<file path="config.mk">
export PLATFORM = sky130hd
export DESIGN_NAME = mac_avl_bridge
export DESIGN_NICKNAME = d
export VERILOG_FILES = /design/src/rtl/mac_avl_pkg.sv /design/src/rtl/mac_avl_rr_arb.sv /design/src/rtl/mac_avl_bridge.sv
export SDC_FILE = /design/constraint.sdc
export NUM_CORES = 1
export LEC_CHECK = 0
export ABC_AREA = 1
export BUFFER_PORTS_ARGS = -buffer_cell sky130_fd_sc_hd__buf_2
export CELL_PAD_IN_SITES_DETAIL_PLACEMENT = 1
export CELL_PAD_IN_SITES_GLOBAL_PLACEMENT = 2
export CORE_AREA = 2 2 135 137
export DETAILED_ROUTE_END_ITERATION = 7
export DIE_AREA = 0 0 137 139
export PLACE_DENSITY_LB_ADDON = 0.1
export SYNTH_ARGS = -nofsm -noshare
export SYNTH_HDL_FRONTEND = slang
export SYNTH_SLANG_ARGS = --single-unit
</file>
<file path="constraint.sdc">
create_clock -name clock -period 3.4 [get_ports clock]
set_clock_uncertainty 0.05 [all_clocks]
set_input_delay 0.34 -clock clock [delete_from_list [all_inputs] [get_ports clock]]
set_output_delay 0.34 -clock clock [all_outputs]
set_load 0.005 [all_outputs]
</file>
<file path="src/rtl/mac_avl_pkg.sv">
// Shared types and constants for the MAC Avalon-MM bridge.
// Imported by the arbiter and the bridge top.
package mac_avl_pkg;

    typedef enum logic [1:0] {
        IDLE,
        ACCESS,
        RESP
    } state_t;

    localparam int          NUM_CLIENTS    = 2;
    localparam int          ADDR_W         = 8;
    localparam logic [31:0] ABORT_DATA_DEF = 32'hDEADBEEF;

    typedef struct packed {
        logic [ADDR_W-1:0] addr;
        logic [31:0]       wdata;
        logic              wr;
    } creq_t;

endpackage

</file>
<file path="src/rtl/mac_avl_rr_arb.sv">
// Two-request round-robin arbiter.
// On a tie the client not granted last wins.
module mac_avl_rr_arb
    import mac_avl_pkg::*;
(
    input  logic [NUM_CLIENTS-1:0] req,
    input  logic                   last_grant,
    output logic                   grant,
    output logic                   valid
);

    assign valid = |req;

    // pick the requester; ties go to the client that waited
    always_comb begin
        grant = 1'b0;
        unique case (1'b1)
            (req == 2'b11): grant = ~last_grant;
            (req == 2'b10): grant = 1'b1;
            default:        grant = 1'b0;
        endcase
    end

endmodule

</file>
<file path="src/rtl/mac_avl_bridge.sv">
// Two-client request/busy to Avalon-MM bridge for the TSE MAC port.
// Round-robin shared access with a waitrequest watchdog.
module mac_avl_bridge
    import mac_avl_pkg::*;
#(
    parameter int          TIMEOUT    = 1023,
    parameter logic [31:0] ABORT_DATA = ABORT_DATA_DEF
) (
    input  logic              clock,
    input  logic              reset,
    input  logic [ADDR_W-1:0] c0_address,
    input  logic [31:0]       c0_writedata,
    input  logic              c0_read_req,
    input  logic              c0_write_req,
    output logic              c0_busy,
    output logic [31:0]       c0_readdata,
    input  logic [ADDR_W-1:0] c1_address,
    input  logic [31:0]       c1_writedata,
    input  logic              c1_read_req,
    input  logic              c1_write_req,
    output logic              c1_busy,
    output logic [31:0]       c1_readdata,
    output logic [ADDR_W-1:0] avm_address,
    output logic [31:0]       avm_writedata,
    output logic              avm_read,
    output logic              avm_write,
    input  logic              avm_waitrequest,
    input  logic [31:0]       avm_readdata,
    output logic              timeout_err
);

    localparam logic [9:0] TLAST = 10'(TIMEOUT - 1);

    state_t                 state;
    logic                   grant;
    logic                   last_grant;
    logic [9:0]             tcount;
    logic [31:0]            rdata;
    logic [NUM_CLIENTS-1:0] req;
    logic                   arb_grant;
    logic                   arb_valid;
    creq_t                  c0_bundle;
    creq_t                  c1_bundle;
    creq_t                  sel;

    assign req = {c1_read_req | c1_write_req,
                  c0_read_req | c0_write_req};

    // read+write together is served as a write
    assign c0_bundle = '{addr: c0_address, wdata: c0_writedata, wr: c0_write_req};
    assign c1_bundle = '{addr: c1_address, wdata: c1_writedata, wr: c1_write_req};
    assign sel       = arb_grant ? c1_bundle : c0_bundle;

    mac_avl_rr_arb u_arb (
        .req        (req),
        .last_grant (last_grant),
        .grant      (arb_grant),
        .valid      (arb_valid)
    );

    assign c0_busy     = !(state == RESP && grant == 1'b0);
    assign c1_busy     = !(state == RESP && grant == 1'b1);
    assign c0_readdata = rdata;
    assign c1_readdata = rdata;

    // transfer sequencer: grant, hold the Avalon strobe, report or abort
    always_ff @(posedge clock) begin
        if (reset) begin
            state         <= IDLE;
            grant         <= 1'b0;
            last_grant    <= 1'b1;
            avm_address   <= '0;
            avm_writedata <= '0;
            avm_read      <= 1'b0;
            avm_write     <= 1'b0;
            tcount        <= '0;
            rdata         <= '0;
            timeout_err   <= 1'b0;
        end else begin
            unique case (state)
                IDLE: begin
                    if (arb_valid) begin
                        grant         <= arb_grant;
                        last_grant    <= arb_grant;
                        avm_address   <= sel.addr;
                        avm_writedata <= sel.wdata;
                        avm_write     <= sel.wr;
                        avm_read      <= !sel.wr;
                        tcount        <= '0;
                        state         <= ACCESS;
                    end
                end
                ACCESS: begin
                    if (!avm_waitrequest) begin
                        avm_read  <= 1'b0;
                        avm_write <= 1'b0;
                        if (avm_read) begin
                            rdata <= avm_readdata;
                        end
                        state <= RESP;
                    end else if (tcount == TLAST) begin
                        avm_read    <= 1'b0;
                        avm_write   <= 1'b0;
                        timeout_err <= 1'b1;
                        if (avm_read) begin
                            rdata <= ABORT_DATA;
                        end
                        state <= RESP;
                    end else begin
                        tcount <= tcount + 10'd1;
                    end
                end
                RESP: begin
                    state <= IDLE;
                end
                default: begin
                    state <= IDLE;
                end
            endcase
        end
    end

endmodule

</file>
* Word level (Yosys, flattened, before mapping) *
Index checks and enable logic that the tools add are counted.

word-level totals
  register bits after elaboration = 89
  word-level logic and storage cells = 61

cells by class
  bitwise gates (word level) = 4
  equal/unequal tests = 11
  add/subtract/negate cells = 1
  reductions and logical operators = 15
  mux-type cells = 20

operators by type and width
  operator               number
  $mux 32                4
  $mux 41                1
  $mux 10                3
  $pmux 10 s2            1
  $add 10x1->10 const B  1
  $eq 10x10->1 const B   1
  $ne 2x2->1 const B     4
  $reduce_and 4->1       2
  $eq 2x2->1 const B     3
  $mux 2                 3
  $pmux 1 s2             3
  $reduce_and 3->1       2
  $mux 1                 4
  $pmux 2 s2             1
  $reduce_and 2->1       2
  $reduce_bool 2->1      2
  $logic_not 1->1        3
  $ne 3x3->1 const B     1
  $eq 2x1->1 const B     1
  $logic_and 1x1->1      2
  $logic_not 2->1        1
  $ne 2x1->1 const B     1
  $not 1->1              2
  $or 1x1->1             2
  $reduce_or 2->1        1

* Longest topological paths before layout *
  depth in word-level cells = 7
  mapped depth = 11

* Cells and area by module *
Synthesis repeated with hierarchy kept, for this count alone.

second synthesis, totals
  cell total of the unflattened synthesis = 596
  area total of the unflattened synthesis = 4398.0 um^2

modules (own cells, without submodules)
  module          seq. area each (um^2)  cells each  area an instance (um^2)  instances
  mac_avl_bridge  1781.7                 593         4383.0                   1
  mac_avl_rr_arb  0.0                    3           15.0                     1

* Worst setup path before layout *
Ideal clock, no wire load.

  path kind = reg2reg
  from = reg tcount[0]
  to = reg rdata[21], in the netlist c0_readdata[21]
  buffers on the path = 1
  data arrival time = 1357 ps
  setup slack = 1923 ps
  stages on the path, launching flop included = 11
  setup time = 70 ps
  cells stage by stage = dfxtp_1 > inv_1 > ha_1 > nand3_1 > nor2_4 > nand2_4 > nand2_4 > nand2_2 > buf_2 > nand2_1 > a21oi_1

on the way
  longest elaborated chain between the ends = 3
  elaborated cells on any way between the ends = 4

RTL lines
  element                                             line                   source
  start: declaration                                  mac_avl_bridge.sv:37   logic [9:0] tcount;
  start signal: assignment                            mac_avl_bridge.sv:110  tcount <= tcount + 10'd1;
  $eq 10x10->1 *                                      mac_avl_bridge.sv:101  end else if (tcount == TLAST) begin
  $ne 2x1->1 (no line) or $ne 2x2->1 (tied branches)  -
  $reduce_and 4->1 (no line) *                        -
  end signal: assignment                              mac_avl_bridge.sv:98   rdata <= avm_readdata;
  end: declaration                                    mac_avl_bridge.sv:38   logic [31:0] rdata;

Every way passes the cells marked *; elsewhere a longest branch is shown, timed or not.
A chain may end at the register's enable or synchronous reset.

* Final worst setup path *
  from = reg tcount[0]
  to = reg rdata[16], in the netlist c0_readdata[16]

The elaborated chain is that of the path after synthesis.

==> out/results.tsv <==
stage	metric	value	unit
outcome	status	complete, no violations	
timing	Final TNS setup	0	ns
global_route	vias in the first global route	4624	
drt	drt total wl	14400	um
floorplan	io pins	228	
layout	Layout Utilization	0.317	
cts	post-CTS sizing	0	
layout	Fill cells	2232	
synthesis	Yosys warning total	0	
synthesis	Synth top area share	0.415	
synthesis	number of distinct library cells after synthesis	25	
timing	unrepaired setup endpoints after global routing	no	
synthesis	syn nets	696	
cts	Root Driver	clkbuf_16	
synthesis	register area share after synthesis	0.415	
critical_path	CP Buf/Inv Count	1	
floorplan	Die Width	137	um
critical_path	max incr delay on CP	0.55	ns
critical_path	top fanout value on the critical path	32	
cts	Sink Count	89	
global_route	initial antenna violation count	2	
worst_hold_path	hold crit path type	in -> reg	
cts	Num CTS Buffers	9	
floorplan	core area	0.0177	sq mm
placement	Final GP Congestion	0.769	
global_route	GRT Overall Usage	0.151	
drt	post-route antenna net violation count	0	
placement	DP HPWL	10400	um
placement	I/O Buffers	227	
drt	wire per inst	14.6	um
cts	Max Buffers Root-to-Sink	2	
timing	Tcrit/Tclk final	0.627	
floorplan	initial core utilization	0.243	
pwr	Power Density	468	mW/mm^2
floorplan	Die ar.	0.0190	sq mm
pwr	Lkg Pwr	0.00285	uW
layout	fraction of layout cells with a size suffix above 1	0.358	
timing	final-report hold violation count	0	
cts	H-tree Lvls	3	
global_route	gr busiest metal	met2	
synthesis	synthesized area	0.00429	sq mm
placement	placed cell areas	0.00532	sq mm
timing	fmax	469	MHz
global_route	largest net degree at the start of global routing	59	
synthesis	Avg Cell Area, Syn	7.47	sq um
timing	final setup violation count	0	
critical_path	FF-to-FF Start	tcount[0]	
floorplan	Die H	139	um
critical_path	worst-path cell chain	inv_1 -> ha_1 -> nand3_1 -> nor2_4 -> nand2_4 -> nand2_4 -> nand2_2 -> nand2_1 -> a21oi_1	
timing	Max Slew Vio Count	0	
critical_path	Critical Path Start Type	flip-flop	
cts	CTS tree	yes	
timing	min Tclk post-route	2.13	ns
layout	most frequent cells in the layout	227 x buf_2, 139 x nand2_1, 89 x dfxtp_1	
critical_path	R2R depth	9	
drt	via count	4416	
worst_hold_path	hold path depth	3	
drt	DRC viols	0	
critical_path	Crit path max-delay family	simple AND/OR/NAND/NOR gates	
cts	Hold-fix buffers, CTS	0	
global_route	GR Util met1	0.183	
synthesis	Post-Syn Instances	575	
timing	Worst slew margin	0.390	
global_route	GR Layer Usage met3	0.0424	
critical_path	most used cell, CP	nand2_4	
floorplan	row count	49	
critical_path	Setup Crit Path Kind	reg -> reg	
critical_path	Critical Path AT	2.36	ns
critical_path	slowest CP cell	nand2_2	
critical_path	CP Capture Type	flip-flop	
cts	postcts setup bufs	0	
layout	Finished Cell Area	0.00560	sq mm
drt	Pre-antenna DRT Iters	4	
layout	nets	868	
synthesis	Yosys reg bits	89	
critical_path	Reg2Reg Setup Slack	1.27	ns
layout	commonest non-fill, non-tap cell in the layout	buf_2	
critical_path	required time of the critical path	3.62	ns
layout	area delta synth->final	30.4	%
run	max_cap viols	0	
timing	Slew @ Worst Pin	0.915	ns
drt	DRT iter0 DRCs	98	
global_route	first-pass GRT wire length	23000	um
pwr	Peak VDD IR	0.239	mV
synthesis	area leader, netlist	dfxtp_1	
cts	Clock Latency Late Sink	0.34	ns
worst_hold_path	Hold EP	c0_readdata[20]	
worst_hold_path	Worst Min Path Start	avm_readdata[20]	
global_route	GR Overflow Total	0	
pwr	PnR Total Power	2620	uW
global_route	GR Util met2	0.253	
cts	Clk pin slew, worst setup/hold paths	0.07	ns
critical_path	Worst R2R End	c0_readdata[16]	
drt	DR vias/cell	4.49	
synthesis	dominant cells by area after synthesis	dfxtp_1 42%, nand2_1 12%, o211ai_1 11%	
[how the worst max path moves through the flow]
stage / start / endpoint / slack, ns / depth (start not counted)
detailed placement: c0_write_req / avm_write / 0.97 / 9
floorplan: tcount[0] / c0_readdata[21] / 1.92 / 10
finish: tcount[0] / c0_readdata[16] / 1.27 / 9
global placement: c0_write_req / avm_write / 1.08 / 9
CTS: tcount[0] / c0_readdata[16] / 1.20 / 9
global route: tcount[0] / c0_readdata[18] / 1.03 / 9
[worst min-delay path, delay by kind of cell]
family,cells,cell delay [ns]
and+or+nand+nor,1,0.07
AOI/OAI and AO/OA,1,0.06
buffers and inverters,1,0.10
[power breakdown]
group          switching (uW)  total (uW)  internal (uW)
Combinational             308         516            209
Clock                     439         933            494
Sequential               45.1        1170           1120
Total                     791        2620           1830
[final cells by class]
class                   count  area (sq um)  share of cell area
well taps                 229           287              0.0512
clock buffers               9           225              0.0402
diodes                      2          5.00            0.000894
clock inverters             7          47.5             0.00849
flip-flops and latches     89          1780               0.318
inverters                  60           225              0.0402
multi-input cells         356          1850               0.330
repair buffers            231          1180               0.211
[per-stage QoR]
step	hold WS (ns)	std cells	setup WS, ns
3_5_place_dp	0.418	965	0.968
5_1_grt	0.225	983	1.03
4_1_cts	0.207	981	1.20
2_1_floorplan	0.399	575	1.92
6_report	0.224	983	1.27
3_3_place_gp	0.399	965	1.08
[state kept, by name, summed over array words and instances (netlist names)]
| name | cells |
|---|---|
| avm_writedata | 32 |
| c0_readdata | 32 |
| tcount | 10 |
| avm_address | 8 |
| state | 2 |
| avm_read | 1 |
| avm_write | 1 |
| grant | 1 |
| last_grant | 1 |
| timeout_err | 1 |
[cell usage after synthesis]
master	n
nand2_1	139
dfxtp_1	89
o211ai_1	65
nand3_1	61
inv_1	54
a21oi_1	44
buf_4	36
buf_2	19
nor2_1	19
clkbuf_1	12
inv_2	6
nand2_2	4
nand2_4	4
nor2_4	4
buf_6	3
ha_1	2
nand3b_1	2
nor2_2	2
nor3_1	2
o21a_1	2
o21ai_0	2
a21oi_2	1
nand3_2	1
o21ai_1	1
xnor2_1	1
[kinds of logic after synthesis]
family	after synthesis	synth area share
buffers and inverters	130	0.156
AOI/OAI and AO/OA	115	0.174
and+or+nand+nor	238	0.247
DFF	89	0.415
xor gates and xnor gates	1	0.00204
adders and majority gates	2	0.00583
[metal layers]
layer,vias up,part of all wire
met5,-,0
met4,0,0.018
met3,19,0.075
met2,152,0.47
met1,2035,0.44
li1,2210,-
Note: power is estimated with default switching activity, not from simulation.
